## config.mk

```make
export PLATFORM = sky130hd
export DESIGN_NAME = pc_gen_multi
export DESIGN_NICKNAME = d
export VERILOG_FILES = /design/src/rtl/pc_gen_multi_pkg.sv /design/src/rtl/pc_gen_multi_arbiter.sv /design/src/rtl/pc_gen_multi.sv
export SDC_FILE = /design/constraint.sdc
export NUM_CORES = 1
export LEC_CHECK = 0
export CORE_MARGIN = 2
export CORE_UTILIZATION = 55
export CTS_BUF_LIST = sky130_fd_sc_hd__clkbuf_16
export CTS_CLUSTER_DIAMETER = 50
export DETAILED_ROUTE_END_ITERATION = 6
export GPL_TIMING_DRIVEN = 0
export HOLD_SLACK_MARGIN = 0.05
export PLACE_DENSITY = 0.78
export RECOVER_POWER = 50
export SYNTH_ARGS = -nofsm -noshare
export SYNTH_HDL_FRONTEND = slang
export SYNTH_SLANG_ARGS = --single-unit
```

## constraint.sdc

```tcl
create_clock -name clock -period 5.2 [get_ports clock]
set_clock_uncertainty 0.15 [all_clocks]
set_input_delay 1.04 -clock clock [delete_from_list [all_inputs] [get_ports clock]]
set_output_delay 1.04 -clock clock [all_outputs]
set_load 0.01 [all_outputs]
```

## src/rtl/pc_gen_multi_pkg.sv

```systemverilog
// Shared defaults and the per-cycle update rule encoding for the fetch-PC generator.
package pc_gen_multi_pkg;

  localparam int DEF_ADDR_W    = 32;
  localparam int DEF_STEP      = 4;
  localparam int DEF_NUM_REDIR = 2;
  localparam int DEF_EPOCH_W   = 2;

  // Which update the PC state takes this cycle; earlier entries have priority.
  typedef enum logic [2:0] {
    RULE_HOLD,
    RULE_REDIR,
    RULE_REDIR_STALL,
    RULE_SEQ,
    RULE_IDLE
  } rule_e;

endpackage

```

## src/rtl/pc_gen_multi_arbiter.sv

```systemverilog
// Fixed-priority redirect arbiter: the lowest set channel wins and its target is step-aligned.
module pc_gen_multi_arbiter
  import pc_gen_multi_pkg::*;
#(
  parameter int NUM_REDIR = DEF_NUM_REDIR,
  parameter int ADDR_W    = DEF_ADDR_W,
  parameter int STEP      = DEF_STEP
) (
  input  logic [NUM_REDIR-1:0]        i_br,
  input  logic [NUM_REDIR*ADDR_W-1:0] i_br_addr,
  output logic                        o_new,
  output logic [ADDR_W-1:0]           o_naddr
);

  localparam logic [ADDR_W-1:0] ALIGN_MASK = ~(ADDR_W'(STEP - 1));

  logic [ADDR_W-1:0] w_raw;

  // Scan from the highest index down so the lowest set channel is assigned last.
  always_comb begin
    w_raw = '0;
    for (int i = NUM_REDIR - 1; i >= 0; i--) begin
      if (i_br[i]) w_raw = i_br_addr[i*ADDR_W +: ADDR_W];
    end
  end

  assign o_new   = |i_br;
  assign o_naddr = w_raw & ALIGN_MASK;

endmodule

```

## src/rtl/pc_gen_multi.sv

```systemverilog
// Fetch-PC generator with prioritised redirects, a one-entry redirect buffer during holds,
// and an epoch tag on every issued fetch address.
module pc_gen_multi
  import pc_gen_multi_pkg::*;
#(
  parameter int                ADDR_W    = DEF_ADDR_W,
  parameter int                STEP      = DEF_STEP,
  parameter logic [ADDR_W-1:0] RESET_PC  = '0,
  parameter int                NUM_REDIR = DEF_NUM_REDIR,
  parameter int                EPOCH_W   = DEF_EPOCH_W
) (
  input  logic                        clock,
  input  logic                        reset,
  input  logic                        stall0,
  input  logic                        stall2,
  input  logic [NUM_REDIR-1:0]        br,
  input  logic [NUM_REDIR*ADDR_W-1:0] br_addr,
  output logic                        sending,
  output logic [ADDR_W-1:0]           pc_o,
  output logic [EPOCH_W-1:0]          epoch_o,
  output logic                        pend_o
);

  localparam logic [ADDR_W-1:0] STEP1 = ADDR_W'(STEP);
  localparam logic [ADDR_W-1:0] STEP2 = ADDR_W'(2 * STEP);

  logic [ADDR_W-1:0]  r_pc, r_pc_o, r_pend_addr;
  logic [EPOCH_W-1:0] r_epoch;
  logic               r_pend, r_sending;

  logic               w_new, w_eff;
  logic [ADDR_W-1:0]  w_naddr, w_eaddr;
  rule_e              w_rule;

  logic [ADDR_W-1:0]  w_pc_nxt, w_pc_o_nxt, w_pend_addr_nxt;
  logic [EPOCH_W-1:0] w_epoch_nxt;
  logic               w_pend_nxt, w_sending_nxt;

  pc_gen_multi_arbiter #(
    .NUM_REDIR (NUM_REDIR),
    .ADDR_W    (ADDR_W),
    .STEP      (STEP)
  ) u_arb (
    .i_br      (br),
    .i_br_addr (br_addr),
    .o_new     (w_new),
    .o_naddr   (w_naddr)
  );

  // A fresh request always supersedes the buffered one.
  assign w_eff   = w_new | r_pend;
  assign w_eaddr = w_new ? w_naddr : r_pend_addr;

  always_comb begin
    w_rule = RULE_IDLE;
    if (stall2)                w_rule = RULE_HOLD;
    else if (w_eff && !stall0) w_rule = RULE_REDIR;
    else if (w_eff)            w_rule = RULE_REDIR_STALL;
    else if (!stall0)          w_rule = RULE_SEQ;
  end

  always_comb begin
    w_pc_nxt        = r_pc;
    w_pc_o_nxt      = r_pc_o;
    w_epoch_nxt     = r_epoch;
    w_pend_nxt      = r_pend;
    w_pend_addr_nxt = r_pend_addr;
    w_sending_nxt   = 1'b0;
    case (w_rule)
      RULE_HOLD: begin
        if (w_eff) begin
          w_pend_nxt      = 1'b1;
          w_pend_addr_nxt = w_eaddr;
        end
      end
      // The redirecting stage fetches A itself, so IF resumes at A+STEP.
      RULE_REDIR: begin
        w_pc_o_nxt    = w_eaddr + STEP1;
        w_pc_nxt      = w_eaddr + STEP2;
        w_epoch_nxt   = r_epoch + EPOCH_W'(1);
        w_pend_nxt    = 1'b0;
        w_sending_nxt = 1'b1;
      end
      RULE_REDIR_STALL: begin
        w_pc_o_nxt    = w_eaddr;
        w_pc_nxt      = w_eaddr + STEP1;
        w_epoch_nxt   = r_epoch + EPOCH_W'(1);
        w_pend_nxt    = 1'b0;
        w_sending_nxt = 1'b1;
      end
      RULE_SEQ: begin
        w_pc_o_nxt    = r_pc;
        w_pc_nxt      = r_pc + STEP1;
        w_sending_nxt = 1'b1;
      end
      default: ;
    endcase
  end

  always_ff @(posedge clock) begin
    if (reset) begin
      r_pc        <= RESET_PC;
      r_pc_o      <= RESET_PC;
      r_epoch     <= '0;
      r_pend      <= 1'b0;
      r_pend_addr <= '0;
      r_sending   <= 1'b0;
    end else begin
      r_pc        <= w_pc_nxt;
      r_pc_o      <= w_pc_o_nxt;
      r_epoch     <= w_epoch_nxt;
      r_pend      <= w_pend_nxt;
      r_pend_addr <= w_pend_addr_nxt;
      r_sending   <= w_sending_nxt;
    end
  end

  assign pc_o    = r_pc_o;
  assign epoch_o = r_epoch;
  assign pend_o  = r_pend;
  assign sending = r_sending;

endmodule

```

==> run_results.csv <==
group,metric,value,unit
floorplan,die_height,115,um
min_path,hold_class,"flop to flop",
synthesis,synthDistinctLibCells,65,
global_route,track_usage,38.6,%
synthesis,synth_area_leaders,"dfxtp_1 (29%), nand2_1 (9.4%), mux2i_1 (6.8%), a21oi_1 (6.5%), nor2_1 (4.6%)",
synthesis,yosysTopAreaCellShare,29.4,%
routing,routed_wl,25.8,mm
routing,drc,0,
placed_design,preCtsSetupSlack,-0.294,ns
clock_network,path_clk_slew,0.07,ns
global_route,grt_overflow,0,
timing,finalSetupViolCount,0,
timing,setup_slack,0.166,ns
timing,tightestPinTransition,1.10,ns
routing,avgViaCountPerCell,6.41,
clock_network,cts_tree,"yes",
timing,slew_headroom,24.2,%
placed_design,port_buffers,98,
floorplan,dieArea,13300,um^2
critical_path,startpoint_type,"input pin",
floorplan,core-area,12100,um^2
critical_path,cpMaxStageDelayCell,"or4_1",
job,cap_violations,0,
timing,hold_viol_final,0,
cells_and_area,finalInstanceArea,8340,um^2
routing,wire_per_inst,21.3,um
clock_network,cts.sinks,100,
synthesis,seq_area_frac_synth,29.4,%
global_route,grt_pass1_vias,7028,
pwr,powerDensity,266,nW/um^2
critical_path,path_common_cell,"buf_2",
clock_network,root_buffer,"clkbuf_16",
floorplan,boundaryPins,106,
synthesis,syn-num-nets,999,
clock_network,cts_hold_buf,0,
critical_path,critical_path.cell_chain,"buf_2 -> buf_4 -> buf_2 -> buf_2 -> nand2_1 -> o21ai_1 -> clkbuf_2 -> ha_1 -> inv_1 -> a211o_1 -> nor4_4 -> buf_4 -> nand4_1 -> or4_1 -> xnor2_1 -> nand2_1 -> a32o_1",
critical_path,r2r_slack,1.26,ns
synthesis,synthArstFlopShare,0,%
cells_and_area,post_route_cells_drive_above_1_share,4.42,%
critical_path,cp_num_buf_inv,7,
placed_design,place.gp.congestion,1.01,
clock_network,htreeDepth,3,
timing,slew_violations,0,
timing,max_freq,199,MHz
timing,finalCriticalPeriod,5.03,ns
clock_network,insertion_delay,0.37,ns
critical_path,crit_arrival,5.14,ns
floorplan,row_count,40,
status,status,"completed",
critical_path,cp.required,5.31,ns
synthesis,syn_inst,925,
timing,tns,0,ns
floorplan,die_x,115,um
critical_path,crit_type,"input pin to flop",
critical_path,critPathCaptureType,"flop",
synthesis,ys.flop_type,"dfxtp_1",
timing,hold_ws,0.298,ns
critical_path,path_max_fanout,10,
synthesis,synth_edf_count,0,
routing,ant_nets,0,
cells_and_area,fin_util,69.2,%
clock_network,cts_made_buffers,9,
placed_design,post_dp_cell_area,8010,um^2
synthesis,synth_top_area_cell,"dfxtp_1",
pwr,p_leak,0.00312,uW
routing,drt_pass1_iterations,7,
global_route,grt_max_degree,19,
synthesis,ys_ff_latch,100,
critical_path,path_delay_family,"buffers and inverters",
timing,finalCritPeriodShare,96.8,%
routing,drt-initial-drc-count,1110,
clock_network,cts-root-to-sink-buffers,2,
synthesis,avgSynthCellArea,7.37,um^2
global_route,grt_pass1_wl,38.6,mm
global_route,antenna_found_initial,0,
synthesis,netlist_area,6820,um^2
cells_and_area,n_antenna_cell,0,
cells_and_area,syn2layout_area_growth,22.4,%
cells_and_area,fin_nets,1109,
pwr,ir_drop,0.000314,V
critical_path,max_stage_delay,0.51,ns
routing,vias,7739,
synthesis,synth_warnings,0,
placed_design,dp_hpwl,19.2,mm
floorplan,start_util,56.5,%
[per-stage QoR]
stage | total power, uW | instances
2_1_floorplan | 1230 | 925
3_3_place_gp | 1460 | 1191
3_5_place_dp | 1460 | 1191
4_1_cts | 2210 | 1207
5_1_grt | 2290 | 1208
6_report | 2220 | 1208
[worst paths after layout]
kind / from / endpoint / depth (start not counted)
worst min register to register: pc_o[24]$_SDFFE_PP0P_ / pc_o[24]$_SDFFE_PP0P_ / 2
worst max register to register: r_pend_addr[2]$_SDFFE_PP0P_ / pc_o[30]$_SDFFE_PP0P_ / 13
worst max-delay path: br[0] / pc_o[30]$_SDFFE_PP0P_ / 17
worst min-delay path: pc_o[24]$_SDFFE_PP0P_ / pc_o[24]$_SDFFE_PP0P_ / 2
[cells in the mapped netlist (6+ instances only)]
master    count
inv_1         8
and3_1        8
and4_1        9
o211ai_1     12
o21a_1       14
mux2i_1      46
xnor2_1      35
nor2_1       84
nand2_1     170
buf_1         7
nand3_1      31
a211oi_1     18
nand2b_1      7
nor3_1       16
a31oi_1       9
o221ai_1      7
clkbuf_1     44
xor2_1       21
o21ai_0      44
nand4_1      15
dfxtp_1     100
a32o_1        6
buf_2         8
a21oi_1      88
o21ai_1      17
a21o_1        6
and2_1       12
a22oi_1      11
[placed cells by master (no fill, tap or decap), drive strengths merged, types with 6 or more instances in the layout]
| cell type | n |
|---|---|
| nand2 | 170 |
| dfxtp | 100 |
| a21oi | 88 |
| nor2 | 84 |
| o21ai | 65 |
| clkdlybuf4s50 | 62 |
| clkbuf | 55 |
| mux2i | 46 |
| dlygate4sd3 | 36 |
| xnor2 | 35 |
| nand3 | 31 |
| xor2 | 21 |
| buf | 20 |
| a211oi | 18 |
| nor3 | 17 |
| nand4 | 16 |
| o21a | 14 |
| and2 | 13 |
| o211ai | 12 |
| inv | 12 |
| a22oi | 11 |
| and4 | 9 |
| a31oi | 9 |
| and3 | 8 |
| nand2b | 7 |
| o221ai | 7 |
| nor4 | 7 |
| a32o | 6 |
| a21o | 6 |
[power by group]
group	internal, uW	switching, uW	leakage, uW
combinational	227	364	0.00214
clock	431	334	0.000162
sequential	822	44.7	0.000819
[worst min-delay path, delay by kind of cell (launching register included)]
kind,cells,cell delay [ns]
AOI/OAI and AO/OA,1,0.05
DFF,1,0.32
and+or+nand+nor,1,0.04
[kinds of logic (layout without fill, tap and decap cells)]
kind of cell | after synthesis | after routing | synth area share (%)
adders and majority gates | 4 | 4 | 0.734
AOI/OAI and AO/OA | 263 | 263 | 24.2
buffers and inverters | 73 | 188 | 5.03
and+or+nand+nor | 380 | 380 | 26.2
DFF | 100 | 100 | 29.4
muxes | 49 | 49 | 7.25
xor gates and xnor gates | 56 | 56 | 7.20
[timing repair]
item / 4_1_cts / 5_1_grt
buffers inserted: 0 / 1
endpoints found under the setup margin: 0 / 8
endpoints found under the hold margin: 0 / 0
resized for setup: 0 / 2
[area by class of cell]
class | instances | area, um^2
Sequential cell | 100 | 2000
Clock inverter | 7 | 104
Clock buffer | 9 | 225
Tap cell | 168 | 210
Timing Repair Buffer | 99 | 988
Fill cell | 1077 | 3720
Inverter | 8 | 30.0
Buffer | 65 | 313
Multi-Input combinational cell | 752 | 4470
[layer usage]
| metal | global-route usage (%) | up-vias | wire length, um |
|---|---|---|---|
| met4 | 22.1 | 0 | 1550 |
| met3 | 7.54 | 112 | 2600 |
| met2 | 61.1 | 535 | 11400 |
| met1 | 49.2 | 3549 | 10300 |
| met5 | 0 | - | 0 |
| li1 | - | 3543 | - |
[state kept, by name (all words and copies together) (netlist names)]
register and count:
r_pend_addr 32, pc_o 32, r_pc 32, pend_o 1
sending 1, epoch_o 2
No activity file was read; power rests on OpenSTA's default activity.
